===== src/rtl/mult_sequencer_pkg.sv =====
// -----------------------------------------------------------------------------
// mult_sequencer_pkg
// Shared definitions for the iterative multiply sequencer and the execute
// stage that feeds it.
//   - state_t          : sequencer FSM encoding (IDLE/RUN/DONE)
//   - MUL_*            : MUL/MLA instruction field positions, so the decoder
//                        and this block agree on where A, S, Rd, Rn, Rs, Rm sit
//   - CPSR_*           : CPSR flag bit indices used when merging N/Z
//   - REG_IDX_W        : width of a register index (Rd)
// -----------------------------------------------------------------------------
package mult_sequencer_pkg;

    typedef enum logic [1:0] {
        ST_IDLE = 2'd0,
        ST_RUN  = 2'd1,
        ST_DONE = 2'd2
    } state_t;

    localparam int REG_IDX_W = 4;

    // MUL/MLA encoding field positions
    localparam int MUL_A_BIT   = 21;
    localparam int MUL_S_BIT   = 20;
    localparam int MUL_RD_MSB  = 19;
    localparam int MUL_RD_LSB  = 16;
    localparam int MUL_RN_MSB  = 15;
    localparam int MUL_RN_LSB  = 12;
    localparam int MUL_RS_MSB  = 11;
    localparam int MUL_RS_LSB  = 8;
    localparam int MUL_RM_MSB  = 3;
    localparam int MUL_RM_LSB  = 0;

    // CPSR condition flag positions
    localparam int CPSR_N = 31;
    localparam int CPSR_Z = 30;
    localparam int CPSR_C = 29;
    localparam int CPSR_V = 28;

endpackage


===== src/rtl/mult_datapath.sv =====
// -----------------------------------------------------------------------------
// mult_datapath
// Radix-4 shift-add multiply datapath. Holds the remaining multiplier bits
// (bitfield), the shifted multiplicand (mcand) and the running sum (acc).
// Ports:
//   clk, Nrst      : clock, asynchronous active-low reset
//   load           : capture rm/rs/acc_init for a new operation
//   step           : consume two multiplier bits and add the partial product
//   rm, rs         : multiplier / multiplicand
//   acc_init       : starting accumulator value (Rn for MLA, 0 for MUL)
//   acc            : running sum (final product once bitfield_zero)
//   bitfield_zero  : no multiplier bits remain, so the sum is final
// -----------------------------------------------------------------------------
module mult_datapath #(
    parameter int WIDTH = 32
) (
    input  logic             clk,
    input  logic             Nrst,
    input  logic             load,
    input  logic             step,
    input  logic [WIDTH-1:0] rm,
    input  logic [WIDTH-1:0] rs,
    input  logic [WIDTH-1:0] acc_init,
    output logic [WIDTH-1:0] acc,
    output logic             bitfield_zero
);

    logic [WIDTH-1:0] bitfield;
    logic [WIDTH-1:0] mcand;
    logic [WIDTH-1:0] partial;

    // Partial product for the two low multiplier bits: 0, 1x, 2x or 3x mcand.
    // Everything wraps at WIDTH, matching the architectural mod-2^WIDTH result.
    always_comb begin
        partial = '0;
        if (bitfield[0]) partial = partial + mcand;
        if (bitfield[1]) partial = partial + (mcand << 1);
    end

    assign bitfield_zero = (bitfield == '0);

    // Early termination falls out naturally: once the upper multiplier bits
    // are exhausted bitfield reads zero and the FSM stops issuing steps.
    always_ff @(posedge clk or negedge Nrst) begin
        if (!Nrst) begin
            bitfield <= '0;
            mcand    <= '0;
            acc      <= '0;
        end else if (load) begin
            bitfield <= rm;
            mcand    <= rs;
            acc      <= acc_init;
        end else if (step) begin
            acc      <= acc + partial;
            bitfield <= bitfield >> 2;
            mcand    <= mcand << 2;
        end
    end

endmodule


===== src/rtl/mult_sequencer.sv =====
// -----------------------------------------------------------------------------
// mult_sequencer
// Iterative MUL/MLA sequencer for the execute stage. Accepts one request in
// IDLE, runs the radix-4 datapath until the multiplier is exhausted, then
// holds the result with N/Z flags in DONE until downstream stops stalling.
// Ports:
//   clk, Nrst      : clock, asynchronous active-low reset
//   req            : start request (only looked at in IDLE)
//   flush          : abort whatever is in flight, wins over req
//   stall          : downstream not ready, keeps DONE
//   acc_en         : MLA (start from acc0) vs MUL (start from 0)
//   setflags, rd   : S bit and destination, captured with the request
//   acc0, rm, rs   : accumulate operand, multiplier, multiplicand
//   outstall       : stall request to the pipeline (combinational)
//   busy, done     : not idle / result valid
//   result         : product + accumulator, mod 2^WIDTH
//   rd_out, setflags_out : captured Rd / S
//   flag_n, flag_z : N and Z derived from result
// -----------------------------------------------------------------------------
module mult_sequencer
    import mult_sequencer_pkg::*;
#(
    parameter int WIDTH = 32
) (
    input  logic                 clk,
    input  logic                 Nrst,
    input  logic                 req,
    input  logic                 flush,
    input  logic                 stall,
    input  logic                 acc_en,
    input  logic                 setflags,
    input  logic [REG_IDX_W-1:0] rd,
    input  logic [WIDTH-1:0]     acc0,
    input  logic [WIDTH-1:0]     rm,
    input  logic [WIDTH-1:0]     rs,
    output logic                 outstall,
    output logic                 busy,
    output logic                 done,
    output logic [WIDTH-1:0]     result,
    output logic [REG_IDX_W-1:0] rd_out,
    output logic                 setflags_out,
    output logic                 flag_n,
    output logic                 flag_z
);

    state_t           state;
    state_t           next_state;
    logic             load;
    logic             step;
    logic             capture;
    logic [WIDTH-1:0] acc;
    logic [WIDTH-1:0] acc_init;
    logic             bitfield_zero;

    assign acc_init = acc_en ? acc0 : '0;

    mult_datapath #(
        .WIDTH (WIDTH)
    ) u_datapath (
        .clk           (clk),
        .Nrst          (Nrst),
        .load          (load),
        .step          (step),
        .rm            (rm),
        .rs            (rs),
        .acc_init      (acc_init),
        .acc           (acc),
        .bitfield_zero (bitfield_zero)
    );

    // Next-state and strobes. flush is checked first in every busy state so
    // an abort never lets a step or result capture slip through.
    always_comb begin
        next_state = state;
        load       = 1'b0;
        step       = 1'b0;
        capture    = 1'b0;
        outstall   = 1'b0;
        case (state)
            ST_IDLE: begin
                if (req && !flush) begin
                    load       = 1'b1;
                    outstall   = 1'b1;
                    next_state = ST_RUN;
                end
            end
            ST_RUN: begin
                outstall = 1'b1;
                if (flush) begin
                    next_state = ST_IDLE;
                end else if (!bitfield_zero) begin
                    step = 1'b1;
                end else begin
                    capture    = 1'b1;
                    next_state = ST_DONE;
                end
            end
            ST_DONE: begin
                outstall = stall;
                if (flush || !stall) begin
                    next_state = ST_IDLE;
                end
            end
            default: begin
                next_state = ST_IDLE;
            end
        endcase
    end

    // State plus the architectural outputs. result is only rewritten on a
    // completed operation, so a flushed or reset run never leaks a value.
    always_ff @(posedge clk or negedge Nrst) begin
        if (!Nrst) begin
            state        <= ST_IDLE;
            result       <= '0;
            rd_out       <= '0;
            setflags_out <= 1'b0;
        end else begin
            state <= next_state;
            if (load) begin
                rd_out       <= rd;
                setflags_out <= setflags;
            end
            if (capture) begin
                result <= acc;
            end
        end
    end

    assign busy   = (state != ST_IDLE);
    assign done   = (state == ST_DONE);
    assign flag_n = result[WIDTH-1];
    assign flag_z = (result == '0);

endmodule


===== config.mk =====
export PLATFORM = sky130hd
export DESIGN_NAME = mult_sequencer
export DESIGN_NICKNAME = d
export VERILOG_FILES = /design/src/rtl/mult_sequencer_pkg.sv /design/src/rtl/mult_datapath.sv /design/src/rtl/mult_sequencer.sv
export SDC_FILE = /design/constraint.sdc
export NUM_CORES = 1
export LEC_CHECK = 0
export CORE_MARGIN = 2
export CORE_UTILIZATION = 55
export CTS_BUF_LIST = sky130_fd_sc_hd__clkbuf_8
export DETAILED_ROUTE_END_ITERATION = 10
export MAX_ROUTING_LAYER = met4
export PLACE_DENSITY = 0.8
export SETUP_SLACK_MARGIN = 0.4
export SLEW_MARGIN = 10
export SYNTH_ARGS = -nofsm -noshare
export SYNTH_HDL_FRONTEND = slang
export SYNTH_HIERARCHICAL = 1
export SYNTH_SLANG_ARGS = --single-unit
export TNS_END_PERCENT = 5

===== constraint.sdc =====
create_clock -name clk -period 6.6 [get_ports clk]
set_input_delay 0.66 -clock clk [delete_from_list [all_inputs] [get_ports clk]]
set_output_delay 0.66 -clock clk [all_outputs]
set_load 0.1 [all_outputs]

* Yosys cells after proc, flatten, opt, wreduce, memory -nomap -nowiden *
Index checks and enable logic that the tools add are counted.

word-level totals
  output and inout port bits = 42
  bits in registers = 135
  bits of input ports = 107

cells by class
  reductions and logical operators = 10
  mux-type cells = 23
  eq/ne operators = 5
  add/subtract/negate cells = 2

operators by type and width
  kind                                                                      count
  32-bit 2-to-1 mux                                                         9
  32-bit adder                                                              2
  32-bit logical NOT                                                        2
  1-bit 2-to-1 mux                                                          8
  2-bit 2-to-1 mux                                                          4
  2-bit case mux with 3 select lines                                        1
  2-bit nonzero test                                                        2
  3-bit inequality test (second input constant)                             1
  1-bit case mux with 3 select lines                                        1
  3-bit AND reduction                                                       1
  2-bit by 1-bit equality test with 1-bit output (second input constant)    1
  2-bit equality test (second input constant)                               1
  1-bit logical NOT                                                         2
  2-bit logical NOT                                                         1
  2-bit by 1-bit inequality test with 1-bit output (second input constant)  1
  2-bit inequality test (second input constant)                             1
  1-bit logical AND                                                         1
  1-bit logical OR                                                          1

* Longest topological paths before layout *
Gate-level depths: netlist of the first run.

  depth after elaboration = 6
  depth in mapped cells = 29

* Hierarchy *
Netlist of the first run, hierarchy kept.

by module, submodules not included
  module          sequential area each (µm²)  cells an instance  area an instance (µm²)  times used
  mult_datapath   2402.3                      1064               8568.2                  1
  mult_sequencer  975.9                       141                1833.0                  1

* Least setup slack after synthesis of the first run *
Ideal clock, no wire load.

  path type = reg-to-reg
  start = reg u_datapath.bitfield[0]
  end = reg u_datapath.acc[31]
  path buffers = 5
  required time = 6.470 ns
  setup time = 0.130 ns
  slack = 0.619 ns
  cell stages (with the launch flop) = 27
  arrival = 5.851 ns
  cell sequence = dfrtp_1 > buf_2 > buf_2 > clkbuf_1 > clkbuf_1 > buf_1 > nand2_1 > fa_1 > nor2b_1 > nor3b_1 > o2bb2ai_1 > o21ai_1 > a21oi_1 > o21ai_1 > a21oi_1 > o21ai_0 > mux2_2 > a221o_1 > ha_1 > nand4_1 > or3_1 > o31ai_1 > o221ai_1 > a21oi_1 > xnor2_1 > xnor2_1 > o21ai_0

on the way
  word-level cells in the longest chain between the ends = 6

RTL lines
  element                 RTL line             text
  start, declared         mult_datapath.sv:28  logic [WIDTH-1:0] bitfield;
  start signal, assigned  mult_datapath.sv:50  bitfield <= rm;
  start signal, assigned  mult_datapath.sv:55  bitfield <= bitfield >> 2;
  32-bit 2-to-1 mux       mult_datapath.sv:36  if (bitfield[0]) partial = partial + mcand;
  32-bit adder            mult_datapath.sv:37  if (bitfield[1]) partial = partial + (mcand << 1);
  32-bit 2-to-1 mux       mult_datapath.sv:37
  32-bit adder            mult_datapath.sv:54  acc <= acc + partial;
  32-bit 2-to-1 mux       mult_datapath.sv:53  end else if (step) begin
  32-bit 2-to-1 mux       mult_datapath.sv:49  end else if (load) begin
  end signal, assigned    mult_datapath.sv:52  acc <= acc_init;
  end signal, assigned    mult_datapath.sv:54
  end, declared           mult_datapath.sv:24  output logic [WIDTH-1:0] acc,

Several ways; a longest one is shown, not always the timed one. The select of a mux whose other input is x is not followed.
A chain may end at the register's enable or synchronous reset.

* Worst setup path in the final report of the first run *
  start = reg u_datapath.mcand[1]
  end = reg u_datapath.acc[31]

on the way
  word-level cells in the longest chain between the ends = 6

RTL lines
  element                 RTL line             text
  start, declared         mult_datapath.sv:29  logic [WIDTH-1:0] mcand;
  start signal, assigned  mult_datapath.sv:51  mcand <= rs;
  start signal, assigned  mult_datapath.sv:56  mcand <= mcand << 2;
  32-bit 2-to-1 mux       mult_datapath.sv:36
  32-bit adder            mult_datapath.sv:37
  32-bit 2-to-1 mux *     mult_datapath.sv:37
  32-bit adder *          mult_datapath.sv:54
  32-bit 2-to-1 mux *     mult_datapath.sv:53
  32-bit 2-to-1 mux *     mult_datapath.sv:49

Mark *: on every way between the ends. The rest lies on a longest branch, timed or not. The select of a mux whose other input is x is not followed.

==> results.sh, run 1 <==
export IMPL_cp_arrival_ns=5.95
export IMPL_timing_rr_end="u_datapath/acc[31]"
export IMPL_grt_remaining_overflow=0
export IMPL_post_place_ws_ns=0.903
export IMPL_setup_violations=0
export IMPL_stdcell_count=1549
export IMPL_synth_edf_count=0
export IMPL_start_kind="register"
export IMPL_crit_path_max_incr_delay_ns=0.47
export IMPL_core_um2=18600
export IMPL_antenna_cells=0
export IMPL_numCtsBuffers=17
export IMPL_hold_buffers=0
export IMPL_drv_slew=0
export IMPL_hold_violations=0
export IMPL_io_pins=149
export IMPL_end_kind="register"
export IMPL_synth_top_area_cell="dfrtp_1"
export IMPL_critPathMaxFanout=5
export IMPL_crit_slowest_cell="o31ai_1"
export IMPL_ctsRootBufferMaster="clkbuf_8"
export IMPL_grt_pass1_vias=8585
export IMPL_critPathLaunch="u_datapath/mcand[1]"
export IMPL_drive_gt1_share_pct=7.15
export IMPL_synth_nets=1366
export IMPL_antenna_found_initial=0
export IMPL_ys_seq_area_share_pct=32.5
export IMPL_cts_max_level=4
export IMPL_placedCellCount=1519
export IMPL_r2r_cells=24
export IMPL_clockBufferDepth=2
export IMPL_io_buffers=148
export IMPL_dpl_hpwl_um=19000
export IMPL_yosysMostFrequentCell="nand2_1"
export IMPL_postLayoutCoreUtil_pct=66.3
export IMPL_timing_max_cap_violations=0
export IMPL_syn_area_um2=10400
export IMPL_cp_required_ns=6.92
export IMPL_rrSetupSlack_ns=0.97
export IMPL_gp_congestion=0.873
export IMPL_syn_inst=1205
export IMPL_wl_per_cell_um=16.8
export IMPL_p_leak_nw=5.27
export IMPL_clock_skew_ns=0.0145
export IMPL_rows=50
export IMPL_die_w_um=142
export IMPL_num_vias=9301
export IMPL_critPathTopFamily="compound AO/OA/AOI/OAI gates"
export IMPL_synth_seq_cells=135
export IMPL_total_power_mw=3.97
export IMPL_crit_buf_inv=2
export IMPL_route_detailed_drc=0
export IMPL_avgSynthCellArea_um2=8.63
export IMPL_dieArea_um2=20000
export IMPL_die_height_um=142
export IMPL_fin_nets=1465
export IMPL_crit_path_cell_trace="inv_1 -> nor2_1 -> ha_1 -> inv_1 -> fa_1 -> nor2b_1 -> nor3b_2 -> o2bb2ai_1 -> o21ai_1 -> a21oi_1 -> o21ai_1 -> a21oi_1 -> o21ai_0 -> mux2_2 -> a221o_1 -> ha_1 -> nand4_1 -> or3_1 -> o31ai_1 -> o221ai_1 -> a21oi_1 -> xnor2_1 -> xnor2_1 -> o21ai_0"
export IMPL_rsz0062_at_grt="no"
export IMPL_vdd_drop_max_mv=0.219
export IMPL_drt_initial_drc_count=772
export IMPL_drt_pass1_iter_count=5
export IMPL_grt_pass1_wl_um=43100
export IMPL_max_slew_margin_pct=33.3
export IMPL_async_flop_share_pct=100
export IMPL_viasPerCell=6.00
export IMPL_setup_tns_final_ns=0
export IMPL_crit_end="u_datapath/acc[31]"
export IMPL_clk_pin_slew_ns=0.08
export IMPL_crit_type="reg2reg"
export IMPL_synth_area_leaders="dfrtp_1 32%, mux2i_1 8.2%, o21ai_0 6.8%, ha_1 6.3%, nand2_1 5.4%"
export IMPL_worst_slew_pin_slew_ns=0.998
export IMPL_grt_usage_pct=27.2
export IMPL_routed_wl_um=26000
export IMPL_cts_tree="done"
export IMPL_power_density_nw_per_um2=321
export IMPL_critical_path_depth=24
export IMPL_worstReg2RegStart="u_datapath/mcand[1]"
export IMPL_synth_commonest_cells="151 x nand2_1, 141 x o21ai_0, 135 x dfrtp_1, 85 x mux2i_1, 64 x a21oi_1"
export IMPL_cpMostUsedCell="a21oi_1"
export IMPL_cts_resized=0
export IMPL_area_growth_pct=18.9
export IMPL_hold_path_class="in2async"
export IMPL_ys_warn_count=6
export IMPL_grt_max_degree=96
export IMPL_synth_cell_types=80
export IMPL_fmax_mhz=178
export IMPL_initial_core_util_pct=55.8
export IMPL_synth_top_cell_area_share_pct=32.5
export IMPL_ys_flop_type="dfrtp_1"
export IMPL_fin_crit_sh_pct=85.3
export IMPL_antenna_left=0
export IMPL_cts_setup_buffers=0
export IMPL_cts_sinks=135
export IMPL_status="finished clean"
export IMPL_setup_ws_ns=0.972
export IMPL_period_needed_ns=5.63
export IMPL_clkLatencyLatePin_ns=0.44
## through the flow
step                      hold WS (ns)  area, um2
after floorplan                  0.364      10400
after global placement           0.490      11900
after detailed placement         0.497      11900
after CTS                        0.201      12400
after global routing             0.234      12400
final                            0.186      12400
## worst min path at each step
stage | depth (start not counted) | from | slack, ns | end
after global routing | 1 | Nrst | 0.23 | rd_out[0]
after global placement | 1 | rd_out[3] | 0.49 | rd_out[3]
final | 1 | Nrst | 0.19 | rd_out[0]
after CTS | 1 | Nrst | 0.20 | rd_out[0]
after floorplan | 0 | Nrst | 0.36 | rd_out[0]
after detailed placement | 1 | rd_out[3] | 0.50 | rd_out[3]
## cell type report
type	instances	area, um2
clock buffers	18	248
clock inverters	12	179
fillers	1547	6280
inverters	20	75.1
multi-input cells	972	6620
flip-flops and latches	135	3380
well taps	234	293
repair buffers	158	1570
## registers in the layout (all words and copies together), names as in the netlist
name                 cells
result                  32
u_datapath/acc          32
u_datapath/bitfield     32
u_datapath/mcand        32
rd_out                   4
state                    2
setflags_out             1
## worst register-to-register path, cell delays in order (launching register included)
cell	delay [ns]
dfrtp_1	0.38
inv_1	0.10
nor2_1	0.12
ha_1	0.20
inv_1	0.06
fa_1	0.41
nor2b_1	0.19
nor3b_2	0.28
o2bb2ai_1	0.17
o21ai_1	0.15
a21oi_1	0.22
o21ai_1	0.15
a21oi_1	0.22
o21ai_0	0.12
mux2_2	0.28
a221o_1	0.30
ha_1	0.34
nand4_1	0.14
or3_1	0.42
o31ai_1	0.47
o221ai_1	0.21
a21oi_1	0.20
xnor2_1	0.16
xnor2_1	0.13
o21ai_0	0.08
## metal layers
layer  GRT usage, %  routed length (um)  part of all wire [%]  vias to the layer above
met1           39.9               12900                    50                     4396
met5              -                   0                     0                        -
met3           3.14                1320                   5.1                       21
li1               -                   -                     -                     4586
met2           40.5               11500                    44                      298
met4           6.37                 248                  0.95                        0
## layout by cell type (no fill, tap or decap), drive strengths merged, types with 11 or more instances in the layout
master	count
xnor2	28
o21ai	146
clkdlybuf4s50	147
dfrtp	135
nor2b	13
and2	54
a21o	24
a21oi	64
nand4	13
nor4	18
inv	20
clkbuf	18
nand2	152
xor2	25
ha	52
nor2	55
mux2	41
buf	11
nand3	23
o21a	12
nor3	12
mux2i	85
## report_power, final
group	leakage, nW	switching [mW]	internal (mW)	total (mW)
Combinational	3.33	1.09	0.831	1.93
Sequential	1.73	0.275	1.01	1.28
Clock	0.207	0.338	0.418	0.755
Total	5.27	1.71	2.26	3.97
## kinds of logic (layout without fill, tap and decap cells)
kind of cell / count (synthesis) / count (layout) / share of synthesized area (%)
AND/OR/NAND/NOR: 387 / 387 / 18.7
AO/OA/AOI/OAI: 352 / 352 / 21.1
adder cells (fa/ha/maj): 54 / 54 / 6.64
buffers and inverters: 98 / 208 / 3.98
flip-flops: 135 / 135 / 32.5
XOR/XNOR: 53 / 53 / 4.46
multiplexers: 126 / 126 / 12.6
(Power assumes the default switching activity.)
==> run 2, diff against run 1 <==
--- a/config.mk
+++ b/config.mk
@@ -7,7 +7,6 @@
 export LEC_CHECK = 0
 export CORE_MARGIN = 2
 export CORE_UTILIZATION = 55
-export CTS_BUF_LIST = sky130_fd_sc_hd__clkbuf_8
 export DETAILED_ROUTE_END_ITERATION = 10
 export MAX_ROUTING_LAYER = met4
 export PLACE_DENSITY = 0.8
==> results.sh, run 2 (synthesis gave the netlist of run 1 again) <==
export IMPL_cts_sinks=135
export IMPL_die_height_um=142
export IMPL_final_cell_mix="151 x nand2_1, 147 x clkdlybuf4s50_1, 141 x o21ai_0, 134 x dfrtp_1, 85 x mux2i_1"
export IMPL_dieArea_um2=20000
export IMPL_numCtsBuffers=17
export IMPL_clk_pin_slew_ns=0.06
export IMPL_placedCellCount=1519
export IMPL_cpMostUsedCell="a21oi_1"
export IMPL_period_needed_ns=5.61
export IMPL_core_um2=18600
export IMPL_drv_slew=0
export IMPL_setup_tns_final_ns=0
export IMPL_initial_core_util_pct=55.8
export IMPL_crit_type="reg2reg"
export IMPL_crit_slowest_cell="or3_1"
export IMPL_ctsRootBufferMaster="clkbuf_16"
export IMPL_timing_max_cap_violations=0
export IMPL_grt_pass1_wl_um=43500
export IMPL_end_kind="register"
export IMPL_gp_congestion=0.873
export IMPL_antenna_left=0
export IMPL_rsz0062_at_grt="no"
export IMPL_cts_max_level=4
export IMPL_clockBufferDepth=2
export IMPL_wl_per_cell_um=16.9
export IMPL_nFillCells=1526
export IMPL_postLayoutCoreUtil_pct=67.3
export IMPL_grt_usage_pct=27.4
export IMPL_crit_path_max_incr_delay_ns=0.43
export IMPL_antenna_cells=0
export IMPL_power_density_nw_per_um2=336
export IMPL_start_kind="register"
export IMPL_p_leak_nw=5.35
export IMPL_io_pins=149
export IMPL_drt_initial_drc_count=732
export IMPL_critPathMaxFanout=5
export IMPL_final_common_cell="nand2_1"
export IMPL_route_detailed_drc=0
export IMPL_viasPerCell=5.98
export IMPL_drive_gt1_share_pct=7.15
export IMPL_grt_max_degree=96
export IMPL_hold_path_class="in2async"
export IMPL_grt_pass1_vias=8697
export IMPL_cts_tree="done"
export IMPL_rrSetupSlack_ns=0.99
export IMPL_r2r_cells=24
export IMPL_cp_arrival_ns=5.90
export IMPL_die_w_um=142
export IMPL_stdcell_count=1549
export IMPL_clkLatencyLatePin_ns=0.42
export IMPL_cp_required_ns=6.89
export IMPL_clock_skew_ns=0.0114
export IMPL_rows=50
export IMPL_max_slew_margin_pct=33.4
export IMPL_num_vias=9256
export IMPL_hold_buffers=0
export IMPL_setup_violations=0
export IMPL_io_buffers=148
export IMPL_routed_wl_um=26100
export IMPL_antenna_found_initial=0
export IMPL_area_growth_pct=20.7
export IMPL_fmax_mhz=178
export IMPL_fin_nets=1465
export IMPL_status="finished clean"
export IMPL_crit_path_cell_trace="inv_1 -> nor2_1 -> ha_1 -> inv_1 -> fa_1 -> nor2b_1 -> nor3b_1 -> o2bb2ai_1 -> o21ai_1 -> a21oi_1 -> o21ai_1 -> a21oi_1 -> o21ai_0 -> mux2_2 -> a221o_1 -> ha_1 -> nand4_1 -> or3_1 -> o31ai_2 -> o221ai_1 -> a21oi_1 -> xnor2_1 -> xnor2_1 -> o21ai_0"
export IMPL_seq_area_um2=3380
export IMPL_grt_remaining_overflow=0
export IMPL_fin_crit_sh_pct=85.0
export IMPL_multi_input_area_um2=6620
export IMPL_drt_pass1_iter_count=5
export IMPL_worst_slew_pin_slew_ns=0.997
export IMPL_hold_violations=0
export IMPL_vdd_drop_max_mv=0.237
export IMPL_dpl_hpwl_um=19000
-- run 2: changes by cell type in the layout (fill, tap and decap cells not counted) --
cell,previous run,this run
clkbuf_16,0,17
clkbuf_8,18,1
nor3b_1,3,4
nor3b_2,2,1
o31ai_1,5,4
o31ai_2,0,1
-- run 2: per-stage QoR --
stage	setup slack (ns)	hold WS, ns	power [mW]	cell area [um2]
6_report	0.989	0.211	4.22	12600
3_3_place_gp	1.10	0.490	3.15	11900
5_1_grt	0.448	0.276	4.53	12600
2_1_floorplan	0.619	0.364	2.69	10400
3_5_place_dp	0.903	0.497	3.18	11900
4_1_cts	0.864	0.244	4.20	12600
-- run 2: final cells by class --
type / instances / area share, %
clock buffers: 18 / 3.50
flip-flops and latches: 135 / 26.9
clock inverters: 12 / 1.43
inverters: 20 / 0.598
repair buffers: 158 / 12.5
well taps: 234 / 2.33
multi-input cells: 972 / 52.7
-- run 2: what timing repair did --
action	CTS	global route
setup buffers	0	0
setup endpoints to repair	0	2
resized for setup	0	1
-- run 2: final timing paths --
kind | endpoint | start
setup / recovery | u_datapath/acc[31] | u_datapath/mcand[1]
hold / removal | rd_out[0] | Nrst
setup reg to reg | u_datapath/acc[31] | u_datapath/mcand[1]
hold reg to reg | rd_out[2] | rd_out[2]
max in group asynchronous | u_datapath/bitfield[0] | Nrst
min in group clk | rd_out[2] | rd_out[2]
-- run 2: layer usage --
metal	vias to the layer above	share of wire (%)	track usage, %
met5	-	0	-
li1	4587	-	-
met4	0	1.3	6.74
met3	27	5.3	3.44
met2	306	44	41.0
met1	4336	50	39.8
-- run 2: critical path: cells and delay by family (launching register included) --
family,cells,cell delay [ns]
buf+inv,2,0.16
simple gates,5,1.26
xor+xnor,2,0.29
mux,1,0.28
flops,1,0.37
compound gates,11,2.17
fa+ha+maj,3,0.95
-- run 2: power by group --
group	internal [mW]	switching, mW	total (mW)
logic	0.831	1.10	1.93
registers	1.01	0.275	1.29
clock network	0.638	0.366	1.00
total	2.48	1.74	4.22
